===== src/rtl/cbu_interval_arb_if.sv =====
// ---------------------------------------------------------------------------
// cbu_interval_arb_if
//   Bundle of the signals between the interval arbiter, its four timer
//   clients, the tick prescaler and the shared 8-bit counter macro.
//
//   Client side  : REQ[3:0], LEN0..LEN3 (0 means 256), GNT[3:0], DONE[3:0], BUSY
//   Prescaler    : TICK
//   Counter side : CAO in; CTR_D, CTR_LD, CTR_EN, CTR_CAI, CTR_CS, CTR_PS out
//
//   slave  : view taken by the arbiter
//   master : view taken by whatever drives the clients/counter (bench or SoC)
// ---------------------------------------------------------------------------
interface cbu_interval_arb_if;
    logic [3:0] REQ;
    logic [7:0] LEN0;
    logic [7:0] LEN1;
    logic [7:0] LEN2;
    logic [7:0] LEN3;
    logic       TICK;
    logic       CAO;
    logic [3:0] GNT;
    logic [3:0] DONE;
    logic       BUSY;
    logic [7:0] CTR_D;
    logic       CTR_LD;
    logic       CTR_EN;
    logic       CTR_CAI;
    logic       CTR_CS;
    logic       CTR_PS;

    modport slave (
        input  REQ, LEN0, LEN1, LEN2, LEN3, TICK, CAO,
        output GNT, DONE, BUSY, CTR_D, CTR_LD, CTR_EN, CTR_CAI, CTR_CS, CTR_PS
    );

    modport master (
        output REQ, LEN0, LEN1, LEN2, LEN3, TICK, CAO,
        input  GNT, DONE, BUSY, CTR_D, CTR_LD, CTR_EN, CTR_CAI, CTR_CS, CTR_PS
    );
endinterface


===== src/rtl/cbu_interval_arb.sv =====
// ---------------------------------------------------------------------------
// cbu_interval_arb
//   Round-robin scheduler sharing one external 8-bit up counter among four
//   interval requesters. The winner's length N is latched, the counter is
//   loaded with 256-N and counts on TICK; the counter's carry-out ends the
//   interval with a one-cycle DONE pulse to the winner. Dropping REQ while
//   counting aborts the interval without DONE.
//
//   Ports:
//     CLK   - clock, rising edge (also clocks the shared counter)
//     RSTN  - asynchronous active-low reset
//     bus   - cbu_interval_arb_if.slave: client REQ/LEN/GNT/DONE/BUSY,
//             TICK strobe, counter CAO and CTR_* control pins
// ---------------------------------------------------------------------------
module cbu_interval_arb (
    input  logic                  CLK,
    input  logic                  RSTN,
    cbu_interval_arb_if.slave     bus
);

    localparam logic [2:0] ST_INIT = 3'd0;
    localparam logic [2:0] ST_IDLE = 3'd1;
    localparam logic [2:0] ST_LOAD = 3'd2;
    localparam logic [2:0] ST_RUN  = 3'd3;
    localparam logic [2:0] ST_FIN  = 3'd4;
    localparam logic [2:0] ST_ABRT = 3'd5;

    logic [2:0] state;
    logic [2:0] state_nxt;
    logic [1:0] ptr;        // first requester searched in the next arbitration
    logic [1:0] win;        // latched winner index
    logic [7:0] lreg;       // latched interval length of the winner

    logic [1:0] rr_idx;
    logic [1:0] rr_win;
    logic       rr_found;
    logic [7:0] len_sel;
    logic [3:0] win_oh;
    logic       granted;

    // Round-robin search starting at ptr, wrapping through the 2-bit index.
    // NOTE: every always_comb output gets a default before any branch so no
    // path leaves it unassigned, which would infer a latch.
    always_comb begin
        rr_idx   = ptr;
        rr_win   = ptr;
        rr_found = 1'b0;
        for (int i = 0; i < 4; i++) begin
            rr_idx = ptr + 2'(i);
            if (!rr_found && bus.REQ[rr_idx]) begin
                rr_win   = rr_idx;
                rr_found = 1'b1;
            end
        end
    end

    always_comb begin
        case (rr_win)
            2'd0:    len_sel = bus.LEN0;
            2'd1:    len_sel = bus.LEN1;
            2'd2:    len_sel = bus.LEN2;
            default: len_sel = bus.LEN3;
        endcase
    end

    always_comb begin
        state_nxt = state;
        case (state)
            ST_INIT: state_nxt = ST_IDLE;
            ST_IDLE: if (rr_found) state_nxt = ST_LOAD;
            ST_LOAD: state_nxt = ST_RUN;
            // Terminal count takes priority over a simultaneous withdrawal.
            ST_RUN: begin
                if (bus.CAO)            state_nxt = ST_FIN;
                else if (!bus.REQ[win]) state_nxt = ST_ABRT;
            end
            ST_FIN:  state_nxt = ST_IDLE;
            ST_ABRT: state_nxt = ST_IDLE;
            default: state_nxt = ST_INIT;
        endcase
    end

    // NOTE: sequential state uses non-blocking assignments so every register
    // samples pre-edge values regardless of statement order.
    always_ff @(posedge CLK or negedge RSTN) begin
        if (!RSTN) begin
            state <= ST_INIT;
            ptr   <= 2'd0;
            win   <= 2'd0;
            lreg  <= 8'd0;
        end else begin
            state <= state_nxt;
            if (state == ST_IDLE && rr_found) begin
                win  <= rr_win;
                lreg <= len_sel;
                ptr  <= rr_win + 2'd1;
            end
        end
    end

    // Outputs decode from the state register and latched winner only;
    // CTR_CAI is the single combinational pass-through of TICK.
    always_comb begin
        win_oh  = 4'b0001 << win;
        granted = (state == ST_LOAD) || (state == ST_RUN) ||
                  (state == ST_FIN)  || (state == ST_ABRT);

        bus.GNT     = granted ? win_oh : 4'b0000;
        bus.DONE    = (state == ST_FIN) ? win_oh : 4'b0000;
        bus.BUSY    = (state != ST_IDLE);
        // Two's complement of N: the counter then wraps after exactly N
        // ticks, and N=0 loads 0x00 giving a full 256-tick interval.
        bus.CTR_D   = (state == ST_LOAD) ? (~lreg + 8'd1) : 8'd0;
        bus.CTR_LD  = (state == ST_LOAD);
        bus.CTR_EN  = (state == ST_RUN);
        bus.CTR_CAI = bus.TICK && (state == ST_RUN);
        bus.CTR_CS  = (state == ST_INIT) || (state == ST_FIN) || (state == ST_ABRT);
        bus.CTR_PS  = 1'b0;
    end

endmodule

===== src/flat_wrapper.sv =====
// flat-port wrapper written by rule: the top's interface ports become plain ports
module cbu_interval_arb_flat 
  (CLK, RSTN, bus_REQ, bus_LEN0, bus_LEN1, bus_LEN2, bus_LEN3, bus_TICK, bus_CAO, bus_GNT, bus_DONE, bus_BUSY, bus_CTR_D, bus_CTR_LD, bus_CTR_EN, bus_CTR_CAI, bus_CTR_CS, bus_CTR_PS);
  cbu_interval_arb_if bus_i ();
  input  logic CLK;
  input  logic RSTN;
  input wire logic [$bits(bus_i.REQ)-1:0] bus_REQ;
  input wire logic [$bits(bus_i.LEN0)-1:0] bus_LEN0;
  input wire logic [$bits(bus_i.LEN1)-1:0] bus_LEN1;
  input wire logic [$bits(bus_i.LEN2)-1:0] bus_LEN2;
  input wire logic [$bits(bus_i.LEN3)-1:0] bus_LEN3;
  input wire logic [$bits(bus_i.TICK)-1:0] bus_TICK;
  input wire logic [$bits(bus_i.CAO)-1:0] bus_CAO;
  output wire logic [$bits(bus_i.GNT)-1:0] bus_GNT;
  output wire logic [$bits(bus_i.DONE)-1:0] bus_DONE;
  output wire logic [$bits(bus_i.BUSY)-1:0] bus_BUSY;
  output wire logic [$bits(bus_i.CTR_D)-1:0] bus_CTR_D;
  output wire logic [$bits(bus_i.CTR_LD)-1:0] bus_CTR_LD;
  output wire logic [$bits(bus_i.CTR_EN)-1:0] bus_CTR_EN;
  output wire logic [$bits(bus_i.CTR_CAI)-1:0] bus_CTR_CAI;
  output wire logic [$bits(bus_i.CTR_CS)-1:0] bus_CTR_CS;
  output wire logic [$bits(bus_i.CTR_PS)-1:0] bus_CTR_PS;
  assign bus_i.REQ = bus_REQ;
  assign bus_i.LEN0 = bus_LEN0;
  assign bus_i.LEN1 = bus_LEN1;
  assign bus_i.LEN2 = bus_LEN2;
  assign bus_i.LEN3 = bus_LEN3;
  assign bus_i.TICK = bus_TICK;
  assign bus_i.CAO = bus_CAO;
  assign bus_GNT = bus_i.GNT;
  assign bus_DONE = bus_i.DONE;
  assign bus_BUSY = bus_i.BUSY;
  assign bus_CTR_D = bus_i.CTR_D;
  assign bus_CTR_LD = bus_i.CTR_LD;
  assign bus_CTR_EN = bus_i.CTR_EN;
  assign bus_CTR_CAI = bus_i.CTR_CAI;
  assign bus_CTR_CS = bus_i.CTR_CS;
  assign bus_CTR_PS = bus_i.CTR_PS;
  cbu_interval_arb u_core (.CLK(CLK), .RSTN(RSTN), .bus(bus_i));
endmodule

===== config.mk =====
export PLATFORM = sky130hd
export DESIGN_NAME = cbu_interval_arb_flat
export DESIGN_NICKNAME = d
export VERILOG_FILES = /design/src/rtl/cbu_interval_arb_if.sv /design/src/rtl/cbu_interval_arb.sv /design/src/flat_wrapper.sv
export SDC_FILE = /design/constraint.sdc
export NUM_CORES = 1
export LEC_CHECK = 0
export ABC_AREA = 1
export CAP_MARGIN = 10
export CORE_MARGIN = 4
export CORE_UTILIZATION = 46
export DETAILED_ROUTE_END_ITERATION = 6
export PLACE_DENSITY = 0.87
export SYNTH_ARGS = -nofsm -noshare
export SYNTH_HDL_FRONTEND = slang
export SYNTH_SLANG_ARGS = --single-unit

===== constraint.sdc =====
create_clock -name CLK -period 6.5 [get_ports CLK]
set_input_delay 0.65 -clock CLK [delete_from_list [all_inputs] [get_ports CLK]]
set_output_delay 0.65 -clock CLK [all_outputs]
set_load 0.005 [all_outputs]

-- Word-level counts from Yosys, hierarchy flattened
Cells that the tools add are included.
- word-level logic and storage cells: 68
- bits in registers: 15
- output and inout bits: 22
- bits of input ports: 40
- reductions and logical operators: 17
- mux-type cells: 25
- shift-type cells: 1
- magnitude comparators: 5
- bitwise gates (word level): 1
- eq/ne operators: 10
- $add $sub $neg: 5
- operators with widths (cell ; count):
    case mux 8 bit (3 select lines) ; 1
    < comparator 2 x 3 -> 1 bit (second input constant) ; 5
    case mux 3 bit (4 select lines) ; 1
    binary-select mux 1 bit (select 2 bit) ; 5
    2-to-1 mux 1 bit ; 9
    2-to-1 mux 3 bit ; 3
    adder 8 x 1 -> 8 bit (second input constant) ; 1
    2-to-1 mux 4 bit ; 2
    2-to-1 mux 8 bit ; 1
    inverter 8 bit ; 1
    == test 3 x 2 -> 1 bit (second input constant) ; 2
    == test 3 bit (second input constant) ; 2
    2-to-1 mux 2 bit ; 3
    logical AND 1 bit ; 5
    logical OR 1 bit ; 5
    adder 2 x 1 -> 2 bit (second input constant) ; 2
    adder 2 bit (second input constant) ; 2
    << shifter 1 x 2 -> 4 bit (first input constant) ; 1
    == test 3 x 1 -> 1 bit (second input constant) ; 1
    zero test 1 bit ; 3
    zero test 3 bit ; 1
    inequality test 3 x 1 -> 1 bit (second input constant) ; 1
    inequality test 3 bit (second input constant) ; 1
    OR reduction 3 bit ; 1
    other kinds (5) ; 5

-- Logic depth before layout (Yosys ltp)
Gate-level depths: netlist of run 1.
- depth in word-level cells: 14
- depth in mapped cells: 18
- gate-level depth less buffers: 17

-- Worst setup path before layout of run 1
OpenSTA, ideal clock, no wires.
- kind: input -> register
- from: input port bus_REQ[1]
- to: register u_core.lreg[4]
- setup time: 0.127 ns
- path buffers: 1
- arrival time: 2.234 ns
- slack: 4.138 ns
- stages: 17
- data required time: 6.373 ns
- cell sequence: inv_1 -> nand2_1 -> nand2_1 -> nand2_2 -> nand2_2 -> nand4_1 -> inv_1 -> nand2_1 -> nand2_2 -> inv_1 -> ha_1 -> clkbuf_1 -> a22o_1 -> a21oi_1 -> o21ai_0 -> nand2_1 -> o21ai_0
- word-level cells in the longest chain between the ends: 14
- elaborated cells between the ends (all ways): 26
- those cells by class: eq/ne: 2; mux: 16; reduce/logical: 8
- ends and longest elaborated chain (what ; RTL line ; text):
    start: declaration ; flat_wrapper.sv:7 ; input wire logic [$bits(bus_i.REQ)-1:0] bus_REQ;
    binary-select mux 1 bit (select 2 bit) ; cbu_interval_arb.sv:50 ; if (!rr_found && bus.REQ[rr_idx]) begin
    2-to-1 mux 1 bit (implied by the code) ; cbu_interval_arb.sv:50 ;
    2-to-1 mux 1 bit ; cbu_interval_arb.sv:50 ;
    zero test 1 bit ; cbu_interval_arb.sv:50 ;
    logical AND 1 bit ; cbu_interval_arb.sv:50 ;
    2-to-1 mux 1 bit ; cbu_interval_arb.sv:50 ;
    zero test 1 bit ; cbu_interval_arb.sv:50 ;
    logical AND 1 bit ; cbu_interval_arb.sv:50 ;
    2-to-1 mux 1 bit ; cbu_interval_arb.sv:50 ;
    zero test 1 bit ; cbu_interval_arb.sv:50 ;
    logical AND 1 bit ; cbu_interval_arb.sv:50 ;
    2-to-1 mux 2 bit (*) ; cbu_interval_arb.sv:50 ;
    named net u_core.rr_win[0] ; cbu_interval_arb.sv:35 ; logic [1:0] rr_win;
    == test 2 bit (tied with other cells) ; cbu_interval_arb.sv:58 ; case (rr_win)
    case mux 8 bit (3 select lines) (*) ; cbu_interval_arb.sv:58 ;
    end signal: assignment ; cbu_interval_arb.sv:95 ; lreg <= len_sel;
    end: declaration ; cbu_interval_arb.sv:32 ; logic [7:0] lreg;
Mark *: on every way through the listed nets, which the timed path passes. The rest lies on a longest branch. The select of a mux whose other input is x is not followed.
A chain may end at the register's enable or synchronous reset.

-- Final worst setup path of run 1
- from: register u_core.state[2]
- to: output port bus_CTR_D[4]
- word-level cells in the longest chain between the ends: 2
- ends and longest elaborated chain (what ; RTL line ; text):
    start: declaration ; cbu_interval_arb.sv:28 ; logic [2:0] state;
    start signal: assignment ; cbu_interval_arb.sv:92 ; state <= state_nxt;
    == test 3 x 2 -> 1 bit ; cbu_interval_arb.sv:113 ; bus.CTR_D = (state == ST_LOAD) ? (~lreg + 8'd1) : 8'd0;
    2-to-1 mux 8 bit ; cbu_interval_arb.sv:113 ;
    end: declaration ; flat_wrapper.sv:17 ; output wire logic [$bits(bus_i.CTR_D)-1:0] bus_CTR_D;
Every way passes these cells.

==> metrics, run 1 <==
PortBufs 60; vias in the first global route 1353; initial antenna violation count 0; hold buffer count at cts 0; register area share after synthesis 26.53%; Initial Util 49.61%; per-cell routed wire length 11.96 um; dpl cells 311; Ant. Diodes 0; Max-Cap Viols 0; Ports 62; post-detail-place hpwl 3.106 mm; share of the synthesized area in the top cell type 26.53%; RSZ-0062 raised after global routing false; switching share of total power 51.08%; postcts setup bufs 0; Flop pwr share 17.6%; drt initial violations 80; count of final max-slew check failures 0; WHS 0.5417 ns; Max stage delay on crit path 0.67 ns; hold crit path type register to register; P_int 493.8 uW; Fin Clk Skew 0.001357 ns; CORE AREA 0.002853 mm^2; filler instances 256; routability-driven placement congestion ratio 0.9050; FMAX 332.8 MHz; CTS Buf Count 3; Post-Layout Cell Count 315; layout cells sized above 1 5.634%; IR drop worst, VDD 0.3397 mV; most common library cells after synthesis nand2_1 (71), inv_1 (29), o21ai_0 (20); die width 63.47 um; Distinct cells, synth 28; Post-Syn Instances 228; Cell Area, Synth 0.001415 mm^2; final worst-path cycle share 46.22%; Worst setup SP type register; vias 1613; Critical Path Fanout Max 8; Psw 515.5 uW; post-cts resize count 0; final core occ 70.92%; Clock Power Share 5.1%; final setup fails 0; max_slew headroom 47.08%; Logic pwr share 77.3%; worst-path cell chain nor3_1, inv_1, nor3_1, clkdlybuf4s50_1; Setup TNS Final 0 ns; pwr dens 498.9 mW/mm^2; kind of critical path register to output port; Most common cell on crit path nor3_1; die footprint 0.004028 mm^2; chip height 63.47 um; CTS sink count 15; Setup crit end kind output port; row count 19; DRC 0; drt pass-1 iters 4; Total Nets Final 331; largest net degree at the start of global routing 21; global route total overflow 0; fraction of registers with async set/reset 100.0%; H-Tree Depth 1; CTS Buffer Depth 2; Area growth syn-to-layout 42.97%; Synthesized Nets 274; CP arrival 2.35 ns; Via density 5.121; Synth area leader dfrtp_1; Worst-Margin Slew 0.7878 ns; Root Buffer clkbuf_4; status completed; Synth area leaders dfrtp_1 (27%), nand2_1 (19%), inv_1 (7.7%); Final ANT Viol Nets 0; number of flops mapped to enable cells by yosys 0; most common cell in the netlist nand2_1; Syn. warnings 0; Pwr Total 1.009 mW; minimum clock period 3.004 ns; clock latency on the worst-skew pair 0.28 ns; TritonCTS clock tree built; Post-Route WL 3.768 mm; Syn Area/Cell 6.207 um^2; clk slew on worst S/H paths 0.08 ns; ys flop type dfrtp_1; first-pass GRT wire length 6.216 mm; WP data required 5.85 ns; Slowest-stage cell, CP nor3_1; Synth Register Bits 15; LEAKAGE 0.9729 nW; final-report hold violation count 0; GRT Util Overall 18.78%
[final cells by class]
cell class | count | area [um^2] | area share [%]
Inverter | 32 | 122.6 | 6.061
Sequential cell | 15 | 375.4 | 18.55
Multi-Input combinational cell | 173 | 859.6 | 42.49
Timing Repair Buffer | 60 | 600.6 | 29.68
Tap cell | 31 | 38.79 | 1.917
Clock buffer | 4 | 26.28 | 1.299
[cells by family (layout without fill, tap and decap cells)]
| group | count (synthesis) | after routing | synth area share, % |
|---|---|---|---|
| and+or+nand+nor | 118 | 118 | 34.84 |
| AOI/OAI and AO/OA | 47 | 47 | 19.72 |
| buffers and inverters | 40 | 96 | 12.73 |
| DFF | 15 | 15 | 26.53 |
| adders and majority gates | 6 | 6 | 5.305 |
| other | 1 | 1 | 0.2650 |
| xor gates and xnor gates | 1 | 1 | 0.6190 |
[worst paths after layout]
| path | cells past startpoint | slack (ns) | to | start |
|---|---|---|---|---|
| max | 4 | 3.50 | bus_CTR_D[4] | u_core.state[2]$_DFFE_PN0P_ |
| min | 2 | 0.54 | u_core.win[1]$_DFFE_PN0P_ | u_core.win[1]$_DFFE_PN0P_ |
| max reg2reg | 15 | 3.82 | u_core.lreg[1]$_DFFE_PN0P_ | u_core.ptr[0]$_DFFE_PN0P_ |
| min reg2reg | 2 | 0.54 | u_core.win[1]$_DFFE_PN0P_ | u_core.win[1]$_DFFE_PN0P_ |
| max in group asynchronous | 1 | 5.33 | u_core.ptr[1]$_DFFE_PN0P_ | RSTN |
| min in group asynchronous | 1 | 0.76 | u_core.lreg[7]$_DFFE_PN0P_ | RSTN |
[worst max-delay path, delay by kind of cell (launching register included)]
family / cells / cell delay (ns)
buffers and inverters: 2 / 0.74
flip-flops: 1 / 0.44
AND/OR/NAND/NOR: 2 / 0.90
[power by group through the flow]
| stage | Sequential, mW | Clock, mW | Combinational (mW) |
|---|---|---|---|
| CTS | 0.177 | 0.0522 | 0.780 |
| detailed placement | 0.179 | 0 | 0.775 |
| finish | 0.178 | 0.0515 | 0.780 |
| global placement | 0.178 | 0 | 0.759 |
| global route | 0.186 | 0.0556 | 0.892 |
| floorplan | 0.165 | 0 | 0.587 |
[layer usage]
layer,vias to the layer above,global-route usage (%),part of all wire [%]
li1,846,-,-
met1,700,26.19,45
met2,63,31.16,49
met3,4,1.599,5.4
met4,0,4.852,0.82
met5,-,0,0
[layout by cell type (no fill, tap or decap)]
| cell | count |
|---|---|
| nand2_1 | 71 |
| clkdlybuf4s50_1 | 60 |
| inv_1 | 29 |
| o21ai_0 | 20 |
| nor2_1 | 19 |
| dfrtp_1 | 15 |
| nand3_1 | 13 |
| a21oi_1 | 12 |
| a22o_1 | 8 |
| nor3_1 | 6 |
| ha_1 | 6 |
| nand2_2 | 4 |
| clkbuf_4 | 3 |
| inv_2 | 2 |
| o21ai_2 | 2 |
| nor2_2 | 2 |
| o22ai_1 | 2 |
| nand4_1 | 1 |
| xor2_1 | 1 |
| or2_2 | 1 |
| a31oi_1 | 1 |
| nand3_2 | 1 |
| inv_4 | 1 |
| o211ai_1 | 1 |
| o21ai_1 | 1 |
| conb_1 | 1 |
| clkbuf_1 | 1 |
[state kept, by name, summed over array words and instances (netlist names)]
signal,count
u_core.ptr,2
u_core.state,3
u_core.win,2
u_core.lreg,8
[through the flow]
stage / setup WS, ns / area [um^2]
CTS: 3.490 / 2023
detailed placement: 3.430 / 1997
global placement: 3.486 / 1997
finish: 3.496 / 2023
global route: 3.253 / 2023
floorplan: 4.138 / 1415
Power figures use the tool's default switching activity.
==> run 2, diff against run 1 <==
--- a/config.mk
+++ b/config.mk
@@ -8,9 +8,9 @@
 export ABC_AREA = 1
 export CAP_MARGIN = 10
 export CORE_MARGIN = 4
-export CORE_UTILIZATION = 46
+export CORE_UTILIZATION = 38
 export DETAILED_ROUTE_END_ITERATION = 6
-export PLACE_DENSITY = 0.87
+export PLACE_DENSITY = 0.76
 export SYNTH_ARGS = -nofsm -noshare
 export SYNTH_HDL_FRONTEND = slang
 export SYNTH_SLANG_ARGS = --single-unit
==> constraint.sdc (replaced) <==
create_clock -name CLK -period 2.7 [get_ports CLK]
set_input_delay 0.27 -clock CLK [delete_from_list [all_inputs] [get_ports CLK]]
set_output_delay 0.27 -clock CLK [all_outputs]
set_load 0.005 [all_outputs]
==> metrics, run 2 (synthesis results as in run 1) <==
max_slew headroom 56.70%; Psw 1.255 mW; CTS Buffer Depth 2; commonest cells after routing, fill and taps aside nand2_1 (71), clkdlybuf4s50_1 (60), inv_1 (29); final setup fails 0; Final ANT Viol Nets 0; final worst-path cycle share 89.38%; CP arrival 2.54 ns; DRC 0; P_int 1.274 mW; clk slew on worst S/H paths 0.06 ns; Finished Cell Area 0.002091 mm^2; Max-Cap Viols 0; Initial Util 40.80%; global route total overflow 0; setup ws final 0.2867 ns; status completed; FF+latch area 376.6 um^2; Largest Register u_core.lreg; Area growth syn-to-layout 47.75%; final-report hold violation count 0; commonest non-fill, non-tap cell in the layout nand2_1; drt initial violations 46; filler instances 335; Setup crit end kind register; pwr dens 1210 mW/mm^2; WP data required 2.82 ns; switching share of total power 49.62%; vias in the first global route 1353; Total Nets Final 334; Ant. Diodes 0; CTS Buf Count 3; postcts setup bufs 0; vias 1577; max reg flops 8; PortBufs 60; H-Tree Depth 1; drt pass-1 iters 4; post-detail-place hpwl 3.111 mm; IR drop worst, VDD 0.6646 mV; routability-driven placement congestion ratio 0.8116; largest net degree at the start of global routing 21; placed inst area 0.002038 mm^2; Via density 4.736; Logic pwr share 76.2%; minimum clock period 2.413 ns; Worst-Margin Slew 0.6475 ns; kind of critical path register to register; LEAKAGE 0.9964 nW; Clock Power Share 7.0%; FMAX 414.4 MHz; count of final max-slew check failures 0; row count 21; TritonCTS clock tree built; dpl ws 0.02297 ns; hold buffer count at cts 0; Critical Path Fanout Max 10; clock latency on the worst-skew pair 0.24 ns; Setup TNS Final 0 ns; Flop pwr share 16.9%; RSZ-0062 raised after global routing false; Ports 62; Multi-input gate area 862.1 um^2; die footprint 0.004764 mm^2; GRT Util Overall 15.55%; first-pass GRT wire length 6.292 mm; per-cell routed wire length 11.15 um; die width 69.03 um; initial antenna violation count 0; hold crit path type primary input to async pin; Worst setup SP type register; chip height 69.03 um; CORE AREA 0.003468 mm^2; layout cells sized above 1 7.666%; Root Buffer clkbuf_8; CTS sink count 15; top flop regs u_core.lreg (8), u_core.state (3); Post-Route WL 3.712 mm; Fin Clk Skew 0.004864 ns
## run 2: what timing repair did
item / in CTS / in global routing
setup endpoints to repair: 0 / 8
hold endpoints to repair: 0 / 0
gates resized for setup: 0 / 3
## run 2: path summary, 6_finish.rpt
| path | from | endpoint | slack (ns) | cells past startpoint |
|---|---|---|---|---|
| setup / recovery | u_core.ptr[0]$_DFFE_PN0P_ | u_core.lreg[3]$_DFFE_PN0P_ | 0.29 | 16 |
| hold / removal | RSTN | u_core.lreg[0]$_DFFE_PN0P_ | 0.42 | 1 |
| setup reg to reg | u_core.ptr[0]$_DFFE_PN0P_ | u_core.lreg[3]$_DFFE_PN0P_ | 0.29 | 16 |
| hold reg to reg | u_core.win[1]$_DFFE_PN0P_ | u_core.win[1]$_DFFE_PN0P_ | 0.53 | 2 |
| max in group asynchronous | RSTN | u_core.ptr[0]$_DFFE_PN0P_ | 1.82 | 1 |
| min in group CLK | u_core.win[1]$_DFFE_PN0P_ | u_core.win[1]$_DFFE_PN0P_ | 0.53 | 2 |
## run 2: final cells by class
type / count / area share, %
clock buffer: 3 / 1.975
clock inverter: 1 / 0.2394
inverter: 32 / 5.984
multi-input combinational: 173 / 41.23
sequential: 15 / 18.01
tap: 46 / 2.753
timing repair buffer: 63 / 29.80
## run 2: power by group through the flow
| stage | clock network (mW) | logic, mW | registers (mW) |
|---|---|---|---|
| 6_report | 0.177 | 1.93 | 0.427 |
| 5_1_grt | 0.192 | 2.21 | 0.446 |
| 4_1_cts | 0.185 | 1.92 | 0.423 |
| 3_5_place_dp | 0 | 1.91 | 0.427 |
| 3_3_place_gp | 0 | 1.89 | 0.426 |
| 2_1_floorplan | 0 | 1.41 | 0.397 |
## run 2: stage by stage
stage          utilization, %  power (mW)  cells  hold slack [ns]
4_1_cts                 60.10       2.533    333           0.4473
5_1_grt                 60.28       2.844    333           0.4811
3_5_place_dp            58.77       2.336    329           0.5137
6_report                60.28       2.530    333           0.4248
3_3_place_gp            58.77       2.318    329           0.5073
2_1_floorplan               -       1.811    228         -0.02559
## run 2: metal layers
| metal | global-route usage [%] | part of all wire (%) | vias up |
|---|---|---|---|
| li1 | - | - | 851 |
| met5 | 0 | 0 | - |
| met3 | 1.163 | 4.3 | 6 |
| met2 | 23.73 | 45 | 37 |
| met1 | 22.44 | 49 | 683 |
| met4 | 6.508 | 2.0 | 0 |
## run 2: worst max-delay path: stages, from the launching register on
cell and delay [ns]:
dfrtp_2 0.47, inv_4 0.13, nand2_1 0.06, nand2_1 0.11, nand2_1 0.07, nand2_2 0.08
nand4_1 0.15, inv_1 0.11, nand2_1 0.07, nand2_1 0.12, inv_1 0.08, ha_2 0.23
a22o_1 0.22, a21oi_1 0.11, o21ai_0 0.09, nand2_1 0.11, o21ai_0 0.08
